## src/rtl/vospi_pkg.sv

```systemverilog
// Shared constants, packet-ID field helpers and FSM state type for the VoSPI frame assembler.
package vospi_pkg;

    localparam int PACKETS_PER_FRAME = 60;
    localparam int PAYLOAD_BYTES     = 160;
    localparam int ROW_W             = 6;
    localparam int COL_W             = 7;
    localparam int ID_NUM_W          = 12;

    localparam logic [3:0] DISCARD_NIBBLE = 4'hF;

    typedef enum logic [1:0] {
        ST_IDLE = 2'd0,
        ST_RECV = 2'd1,
        ST_DROP = 2'd2
    } state_e;

    function automatic logic id_is_discard(input logic [15:0] id);
        return id[11:8] == DISCARD_NIBBLE;
    endfunction

    function automatic logic [ID_NUM_W-1:0] id_number(input logic [15:0] id);
        return id[11:0];
    endfunction

endpackage

```

## src/rtl/vospi_pixel_packer.sv

```systemverilog
// Pairs payload bytes into big-endian 16-bit pixels and tracks the byte/column position in a packet.
module vospi_pixel_packer
    import vospi_pkg::*;
#(
    parameter int payload_bytes_p = PAYLOAD_BYTES,
    parameter int cnt_width_p     = $clog2(PAYLOAD_BYTES + 1)
) (
    input  logic                   clk_i,
    input  logic                   reset_i,
    input  logic                   clear_i,
    input  logic                   byte_valid_i,
    input  logic [7:0]             byte_i,
    input  logic [ROW_W-1:0]       row_i,
    output logic [cnt_width_p-1:0] byte_count_o,
    output logic                   pixel_valid_o,
    output logic [15:0]            pixel_o,
    output logic [ROW_W-1:0]       row_o,
    output logic [COL_W-1:0]       col_o
);

    logic [cnt_width_p-1:0] cnt_q, cnt_d;
    logic [7:0]             msb_q, msb_d;
    logic                   valid_q, valid_d;
    logic [15:0]            pixel_q, pixel_d;
    logic [ROW_W-1:0]       row_q, row_d;
    logic [COL_W-1:0]       col_q, col_d;

    always_comb begin
        cnt_d   = cnt_q;
        msb_d   = msb_q;
        valid_d = 1'b0;
        pixel_d = pixel_q;
        row_d   = row_q;
        col_d   = col_q;
        if (clear_i) begin
            cnt_d = '0;
            msb_d = '0;
        end else if (byte_valid_i && (cnt_q < cnt_width_p'(payload_bytes_p))) begin
            cnt_d = cnt_q + cnt_width_p'(1);
            if (!cnt_q[0]) begin
                msb_d = byte_i;
            end else begin
                valid_d = 1'b1;
                pixel_d = {msb_q, byte_i};
                row_d   = row_i;
                col_d   = COL_W'(cnt_q >> 1);
            end
        end
    end

    always_ff @(posedge clk_i or posedge reset_i) begin
        if (reset_i) begin
            cnt_q   <= '0;
            msb_q   <= '0;
            valid_q <= 1'b0;
            pixel_q <= '0;
            row_q   <= '0;
            col_q   <= '0;
        end else begin
            cnt_q   <= cnt_d;
            msb_q   <= msb_d;
            valid_q <= valid_d;
            pixel_q <= pixel_d;
            row_q   <= row_d;
            col_q   <= col_d;
        end
    end

    assign byte_count_o  = cnt_q;
    assign pixel_valid_o = valid_q;
    assign pixel_o       = pixel_q;
    assign row_o         = row_q;
    assign col_o         = col_q;

endmodule

```

## src/rtl/vospi_frame_assembler.sv

```systemverilog
// Checks VoSPI packet sequencing, drops discard packets, emits row/column-tagged pixels and
// requests a front-end resync on sequence or length violations.
module vospi_frame_assembler
    import vospi_pkg::*;
#(
    parameter int packets_per_frame_p = PACKETS_PER_FRAME,
    parameter int payload_bytes_p     = PAYLOAD_BYTES,
    parameter int err_width_p         = 8
) (
    input  logic                   clk_i,
    input  logic                   reset_i,
    input  logic                   id_valid_i,
    input  logic [15:0]            id_i,
    input  logic                   byte_valid_i,
    input  logic [7:0]             byte_i,
    output logic                   pixel_valid_o,
    output logic [15:0]            pixel_o,
    output logic [ROW_W-1:0]       row_o,
    output logic [COL_W-1:0]       col_o,
    output logic                   frame_done_o,
    output logic                   discard_o,
    output logic                   resync_o,
    output logic [err_width_p-1:0] err_count_o
);

    localparam int CNT_W = $clog2(payload_bytes_p + 1);

    generate
        if (packets_per_frame_p < 1 || packets_per_frame_p > 64 ||
            payload_bytes_p < 2 || payload_bytes_p / 2 > 128 || (payload_bytes_p % 2) != 0) begin : g_bad_params
            $error("vospi_frame_assembler: packets_per_frame_p/payload_bytes_p out of range");
        end
    endgenerate

    state_e                state_q, state_d;
    logic [ID_NUM_W-1:0]   expected_q, expected_d;
    logic [ROW_W-1:0]      row_q, row_d;
    logic [err_width_p-1:0] err_q, err_d;
    logic                  discard_q, discard_d;
    logic                  resync_q, resync_d;
    logic                  frame_done_q, frame_done_d;
    logic                  ev_discard, ev_resync, ev_frame_end;
    logic                  byte_take, last_byte, short_pkt, in_frame, seq_ok;
    logic [CNT_W-1:0]      byte_count;
    logic [ID_NUM_W-1:0]   num;

    assign num      = id_number(id_i);
    assign seq_ok   = (num == expected_q);
    assign in_frame = (expected_q != '0);
    assign short_pkt = (byte_count < CNT_W'(payload_bytes_p));

    always_ff @(posedge clk_i or posedge reset_i) begin
        if (reset_i) begin
            state_q    <= ST_IDLE;
            expected_q <= '0;
            row_q      <= '0;
        end else begin
            state_q    <= state_d;
            expected_q <= expected_d;
            row_q      <= row_d;
        end
    end

    always_comb begin
        state_d      = state_q;
        expected_d   = expected_q;
        row_d        = row_q;
        ev_discard   = 1'b0;
        ev_resync    = 1'b0;
        ev_frame_end = 1'b0;
        unique case (state_q)
            ST_IDLE: begin
                if (id_valid_i) begin
                    if (id_is_discard(id_i)) begin
                        ev_discard = 1'b1;
                        state_d    = ST_DROP;
                    end else if (num == '0) begin
                        expected_d = ID_NUM_W'(1);
                        row_d      = '0;
                        state_d    = ST_RECV;
                    end
                end
            end
            ST_RECV: begin
                if (id_valid_i) begin
                    if (short_pkt || (!id_is_discard(id_i) && !seq_ok)) begin
                        ev_resync  = 1'b1;
                        expected_d = '0;
                        state_d    = ST_IDLE;
                    end else if (id_is_discard(id_i)) begin
                        ev_discard = 1'b1;
                        state_d    = ST_DROP;
                    end else begin
                        expected_d = expected_q + ID_NUM_W'(1);
                        row_d      = num[ROW_W-1:0];
                    end
                end else if (last_byte && row_q == ROW_W'(packets_per_frame_p - 1)) begin
                    ev_frame_end = 1'b1;
                    expected_d   = '0;
                    state_d      = ST_IDLE;
                end
            end
            ST_DROP: begin
                // Outside a frame, an unexpected number just falls back to IDLE silently.
                if (id_valid_i) begin
                    if (id_is_discard(id_i)) begin
                        ev_discard = 1'b1;
                    end else if (seq_ok) begin
                        expected_d = expected_q + ID_NUM_W'(1);
                        row_d      = num[ROW_W-1:0];
                        state_d    = ST_RECV;
                    end else begin
                        ev_resync  = in_frame;
                        expected_d = '0;
                        state_d    = ST_IDLE;
                    end
                end
            end
            default: state_d = ST_IDLE;
        endcase
    end

    always_comb begin
        byte_take    = (state_q == ST_RECV) && byte_valid_i && !id_valid_i;
        last_byte    = byte_take && (byte_count == CNT_W'(payload_bytes_p - 1));
        discard_d    = ev_discard;
        resync_d     = ev_resync;
        frame_done_d = ev_frame_end;
        err_d        = err_q;
        if (ev_resync && err_q != '1) begin
            err_d = err_q + err_width_p'(1);
        end
    end

    always_ff @(posedge clk_i or posedge reset_i) begin
        if (reset_i) begin
            discard_q    <= 1'b0;
            resync_q     <= 1'b0;
            frame_done_q <= 1'b0;
            err_q        <= '0;
        end else begin
            discard_q    <= discard_d;
            resync_q     <= resync_d;
            frame_done_q <= frame_done_d;
            err_q        <= err_d;
        end
    end

    vospi_pixel_packer #(
        .payload_bytes_p (payload_bytes_p),
        .cnt_width_p     (CNT_W)
    ) u_packer (
        .clk_i         (clk_i),
        .reset_i       (reset_i),
        .clear_i       (id_valid_i),
        .byte_valid_i  (byte_take),
        .byte_i        (byte_i),
        .row_i         (row_q),
        .byte_count_o  (byte_count),
        .pixel_valid_o (pixel_valid_o),
        .pixel_o       (pixel_o),
        .row_o         (row_o),
        .col_o         (col_o)
    );

    assign frame_done_o = frame_done_q;
    assign discard_o    = discard_q;
    assign resync_o     = resync_q;
    assign err_count_o  = err_q;

endmodule

```

## config.mk

```make
export PLATFORM = sky130hd
export DESIGN_NAME = vospi_frame_assembler
export DESIGN_NICKNAME = d
export VERILOG_FILES = /design/src/rtl/vospi_pkg.sv /design/src/rtl/vospi_pixel_packer.sv /design/src/rtl/vospi_frame_assembler.sv
export SDC_FILE = /design/constraint.sdc
export NUM_CORES = 1
export LEC_CHECK = 0
export ABC_AREA = 1
export BUFFER_PORTS_ARGS = -buffer_cell sky130_fd_sc_hd__buf_4
export CORE_UTILIZATION = 55
export DETAILED_ROUTE_END_ITERATION = 8
export GPL_TIMING_DRIVEN = 0
export PLACE_DENSITY = 0.77
export SYNTH_ARGS = -nofsm -noshare
export SYNTH_HDL_FRONTEND = slang
export SYNTH_SLANG_ARGS = --single-unit
```

## constraint.sdc

```tcl
create_clock -name clk_i -period 7.3 [get_ports clk_i]
set_input_delay 1.825 -clock clk_i [delete_from_list [all_inputs] [get_ports clk_i]]
set_output_delay 1.825 -clock clk_i [all_outputs]
set_load 0.02 [all_outputs]
```

# Yosys cells after proc, flatten, opt, wreduce, memory -nomap -nowiden

Cells that the tools add are included.

Flip-flop bits (word level): 77
Bits of input ports: 28
Output and inout bits: 41
Logic and storage cells: 115

Add/sub/neg operators: 3
Magnitude comparators: 1
Equal/unequal tests: 21
Multiplexer cells: 54
Bitwise gates (word level): 1
Reductions and logical operators: 22

Operator list:

| cell                    | count |
|---|---|
| $mux W12                | 10 |
| $mux W6                 | 9 |
| $mux W8                 | 5 |
| $pmux W12 S3            | 1 |
| $ne A2 B2 Y1 const B    | 10 |
| $mux W2                 | 9 |
| $pmux W6 S3             | 1 |
| $add A8 B1 Y8 const B   | 2 |
| $mux W1                 | 16 |
| $add A12 B1 Y12 const B | 1 |
| $eq A12 B12 Y1          | 1 |
| $logic_not A12 Y1       | 1 |
| $reduce_bool A12 Y1     | 1 |
| $reduce_and A10 Y1      | 1 |
| $eq A8 B8 Y1 const B    | 1 |
| $lt A8 B8 Y1 const B    | 1 |
| $ne A4 B4 Y1 const B    | 2 |
| $ne A8 B8 Y1 const B    | 1 |
| $reduce_and A8 Y1       | 1 |
| $logic_and A1 B1 Y1     | 7 |
| $eq A6 B6 Y1 const B    | 1 |
| $ne A3 B3 Y1 const B    | 2 |
| $pmux W2 S3             | 1 |
| $reduce_and A6 Y1       | 1 |
| 13 further kinds        | 16 |

# Longest topological paths before layout

Depth after elaboration: 8
Depth in mapped cells: 14
Depth with buffers taken out: 14

# By module

Synthesis repeated with hierarchy kept, for this count alone.

Cell total of the unflattened synthesis: 547
Area total of the unflattened synthesis: 4,224.1 sq um

By module, submodules not included:

| module                | times used | cells an instance | area an instance (sq um) | seq. area each (sq um) |
|---|---|---|---|---|
| vospi_frame_assembler | 1          | 323               | 2,284.7                  | 775.7 |
| vospi_pixel_packer    | 1          | 224               | 1,939.4                  | 1,151.1 |

# Worst setup path before layout

Ideal clock, no wire load.

Path type: input to register
Start point: input id_i[10]
End point: register row_q[0]
Setup time: 117 ps
Arrival: 2,930 ps
Data required time: 7,183 ps
Path slack: 4,253 ps
Stages on the path: 9
Path buffers: 0
Path through: nand4_2 -> inv_1 -> a21oi_2 -> nand3_1 -> nor2_1 -> nor3b_4 -> nand2_2 -> nand2_1 -> nand2_1

Cells in the longest elaborated chain, start to end: 6
Elaborated cells between the ends (all ways): 14
Classes of those cells: eq/ne (8); reduce/logical (6)

Ends and longest elaborated chain:

| what                                                  | line                                         | source |
|---|---|---|
| start, declared                                       | vospi_frame_assembler.sv:13                  | `input logic [15:0] id_i,` |
| $eq A12 B12 Y1 / $eq A4 B4 Y1 (equally long branches) | vospi_frame_assembler.sv:48, vospi_pkg.sv:19 |  |
| $logic_not A1 Y1                                      | vospi_frame_assembler.sv:86                  | `if (short_pkt \|\| (!id_is_discard(id_i) && !seq_ok)) begin` |
| $logic_and A1 B1 Y1                                   | vospi_frame_assembler.sv:86                  |  |
| $logic_or A1 B1 Y1                                    | vospi_frame_assembler.sv:86                  |  |
| $ne A2 B2 Y1 (no line)                                | -                                            |  |
| $reduce_and A10 Y1 (no line) *                        | -                                            |  |
| end signal, assigned                                  | vospi_frame_assembler.sv:60                  | `row_q <= row_d;` |
| end, declared                                         | vospi_frame_assembler.sv:37                  | `logic [ROW_W-1:0] row_q, row_d;` |

Every way passes the cells marked *; elsewhere a longest branch is shown, timed or not.
A chain may end at the register's enable or synchronous reset.

# Worst setup path in the final report

Start point: input id_i[10]
End point: register row_q[3]

The elaborated chain is that of the path after synthesis.

==> flow_metrics.tcl <==
set metrics [dict create \
    run_status "finished, final reports clean" \
    cts_resized 0 \
    yosys-top-cells-area "dfrtp_1 48%, nand2_1 18%, nand3_1 5.1%" \
    die_x_um 87.6 \
    antenna_found_initial 0 \
    synth_most_common_cell "nand2_1" \
    grt_setup_unrepaired "false" \
    crit_fanout 7 \
    clkSinkCount 77 \
    grt_max_degree 62 \
    start_util_pct 58.1 \
    tightest_slew_ns 0.491 \
    gp_congestion 0.933 \
    ios 69 \
    tns_ns 0 \
    relSlewSlack_pct 67.2 \
    critPathKind "in -> reg" \
    critPathCaptureType "flop" \
    clk_latency_ns 0.35 \
    htree_levels 3 \
    cts_setup_buffers 0 \
    grt_pass1_vias 3277 \
    start_kind "input port" \
    cap_violations 0 \
    timing.fmax_ghz 0.326 \
    cts_buffer_depth 2 \
    drive_above_1_share_pct 18.9 \
    synth_commonest_cells "192 x nand2_1, 77 x dfrtp_1, 51 x inv_1" \
    die_h_um 87.6 \
    synth-seq-area-share_pct 47.8 \
    drc 0 \
    critPathMostFrequentCell "nand2_1" \
    finalHoldViolations 0 \
    cts_tree "built" \
    max_stage_delay_ns 0.34 \
    p_per_area_nw_per_um2 269 \
    reg2reg_depth 10 \
    firstDrtPassIters 4 \
    required_ns 7.54 \
    ant_nets 0 \
    fin_nets 625 \
    setup_viol 0 \
    clkTransAtPathRegs_ns 0.09 \
    cts_buffers 9 \
    async_flop_share_pct 100 \
    yosys.area.top_type "dfrtp_1" \
    n_antenna_cell 0 \
    avgViaCountPerCell 5.16 \
    port_buffers 64 \
    die_area_um2 7680 \
    area_growth_pct 20.1 \
    syn_inst 513 \
    drt_iter0_drc 209 \
    fin_crit_sh_pct 42.0 \
    min_path_type "reg -> reg" \
    avgRoutedWirePerCell_um 12.6 \
    gr-total-overflow 0 \
    slew_violations 0 \
    syn_nets 549 \
    ys.flop_type "dfrtp_1" \
    dp_hpwl_um 6550 \
    cts-root-buf "clkbuf_8" \
    grt_pass1_wl_um 14600 \
    rows 30 \
    grt_usage_pct 24.5 \
    synth_edf_count 0 \
    timing.final.crit_period_ns 3.07 \
    p_leak_uw 0.00263 \
    vias 3559 \
    vdd_drop_max_v 0.000129 \
    holdPathStages 2 \
    ys_warn_count 0 \
    cpMaxStageDelayCell "nor3b_4" \
    yosysTopAreaCellShare_pct 47.8 \
    core-area_um2 6940 \
    path_cells "buf_4 > nand4_2 > inv_1 > a21oi_2 > nand3_1 > nor2_1 > nor3b_4 > nand2_2 > nand2_1 > nand2_1" \
    ys_ff_latch 77 \
    holdBufCountCts 0 \
    routed_wirelength_um 8690 \
    avgSynthCellArea_um2 7.86 \
    ys_types 36 \
    syn_area_um2 4030 \
    fin_skew_ns 0.00557 \
    finalPower_uw 1300 \
    crit_arrival_ns 3.31 \
]
[flip-flops by register name, indices dropped and copies added, names as in the netlist]
register                count
u_packer.row_o              6
resync_o                    1
err_count_o                 8
row_q                       6
u_packer.byte_count_o       8
frame_done_o                1
u_packer.pixel_o           16
expected_q                 12
u_packer.pixel_valid_o      1
u_packer.msb_q              8
discard_o                   1
u_packer.col_o              7
state_q                     2
[critical path, delay by kind of cell]
kind | cells | cell delay [ns]
AND/OR/NAND/NOR | 7 | 1.02
buffers and inverters | 2 | 0.28
AO/OA/AOI/OAI | 1 | 0.18
[metal layers]
metal  share of wire, %  global-route usage, %  vias to the layer above  wire (µm)
li1                   -                      -                     1785          -
met3                3.8                   3.49                       12        327
met2                 50                   40.4                       74       4310
met4                1.2                   9.54                        0        107
met5                  0                      0                        -          0
met1                 45                   32.7                     1688       3950
[cell usage in the layout, fill, tap and decap left out, types with 2 or more instances in the layout]
cell / count
inv_2: 3
clkbuf_8: 9
nand3_2: 2
nand2_1: 192
buf_2: 7
nor2_2: 2
xnor2_1: 8
inv_6: 2
nand2_2: 3
a21oi_1: 9
buf_4: 65
nor2_4: 3
nand3_1: 41
clkinvlp_4: 2
clkinv_1: 2
o21ai_0: 16
ha_1: 8
nor3_1: 10
nand3b_1: 7
clkbuf_1: 4
dfrtp_1: 77
nand4_1: 17
xor2_1: 10
nor2_1: 26
inv_1: 50
[kinds of logic after synthesis]
kind of cell,share of synthesized area (%)
simple gates,34.7
flops,47.8
fa+ha+maj,2.48
compound gates,4.25
xor+xnor,3.91
buf+inv,6.92
[stage by stage]
stage | utilization [%] | hold slack, ns | setup slack [ns] | instances | instance area, µm²
after global placement | 66.7 | 0.458 | 2.57 | 673 | 4630
after detailed placement | 67.2 | 0.466 | 3.88 | 674 | 4660
after global routing | 69.8 | 0.510 | 4.08 | 690 | 4850
final | 69.8 | 0.484 | 4.23 | 690 | 4850
after floorplan | - | 0.442 | 3.51 | 513 | 4030
after CTS | 69.8 | 0.489 | 4.24 | 690 | 4850
[layout make-up]
class,instances,area [µm²]
Fill cell,585,2100
Sequential cell,77,1930
Multi-Input combinational cell,367,1830
Timing Repair Buffer,65,508
Inverter,56,213
Clock buffer,9,124
Tap cell,96,120
Buffer,13,68.8
Clock inverter,7,57.6
[path summary, 6_finish.rpt]
kind                                               endpoint  slack [ns]                             start
setup / recovery                       row_q[3]$_DFFE_PP0P_        4.23                          id_i[10]
hold / removal             u_packer.pixel_o[12]$_DFFE_PP0P_        0.48  u_packer.pixel_o[12]$_DFFE_PP0P_
setup reg to reg                  expected_q[0]$_DFFE_PP0P_        5.17            state_q[1]$_DFFE_PP0P_
hold reg to reg            u_packer.pixel_o[12]$_DFFE_PP0P_        0.48  u_packer.pixel_o[12]$_DFFE_PP0P_
max in group asynchronous   u_packer.pixel_o[8]$_DFFE_PP0P_        5.34                           reset_i
min in group asynchronous        err_count_o[1]$_DFFE_PP0P_        1.41                           reset_i
[where the power goes]
part	internal [µW]	total, µW	switching [µW]
Clock	128	299	171
Sequential	501	554	53.1
Combinational	167	449	282
(Power assumes the default switching activity.)
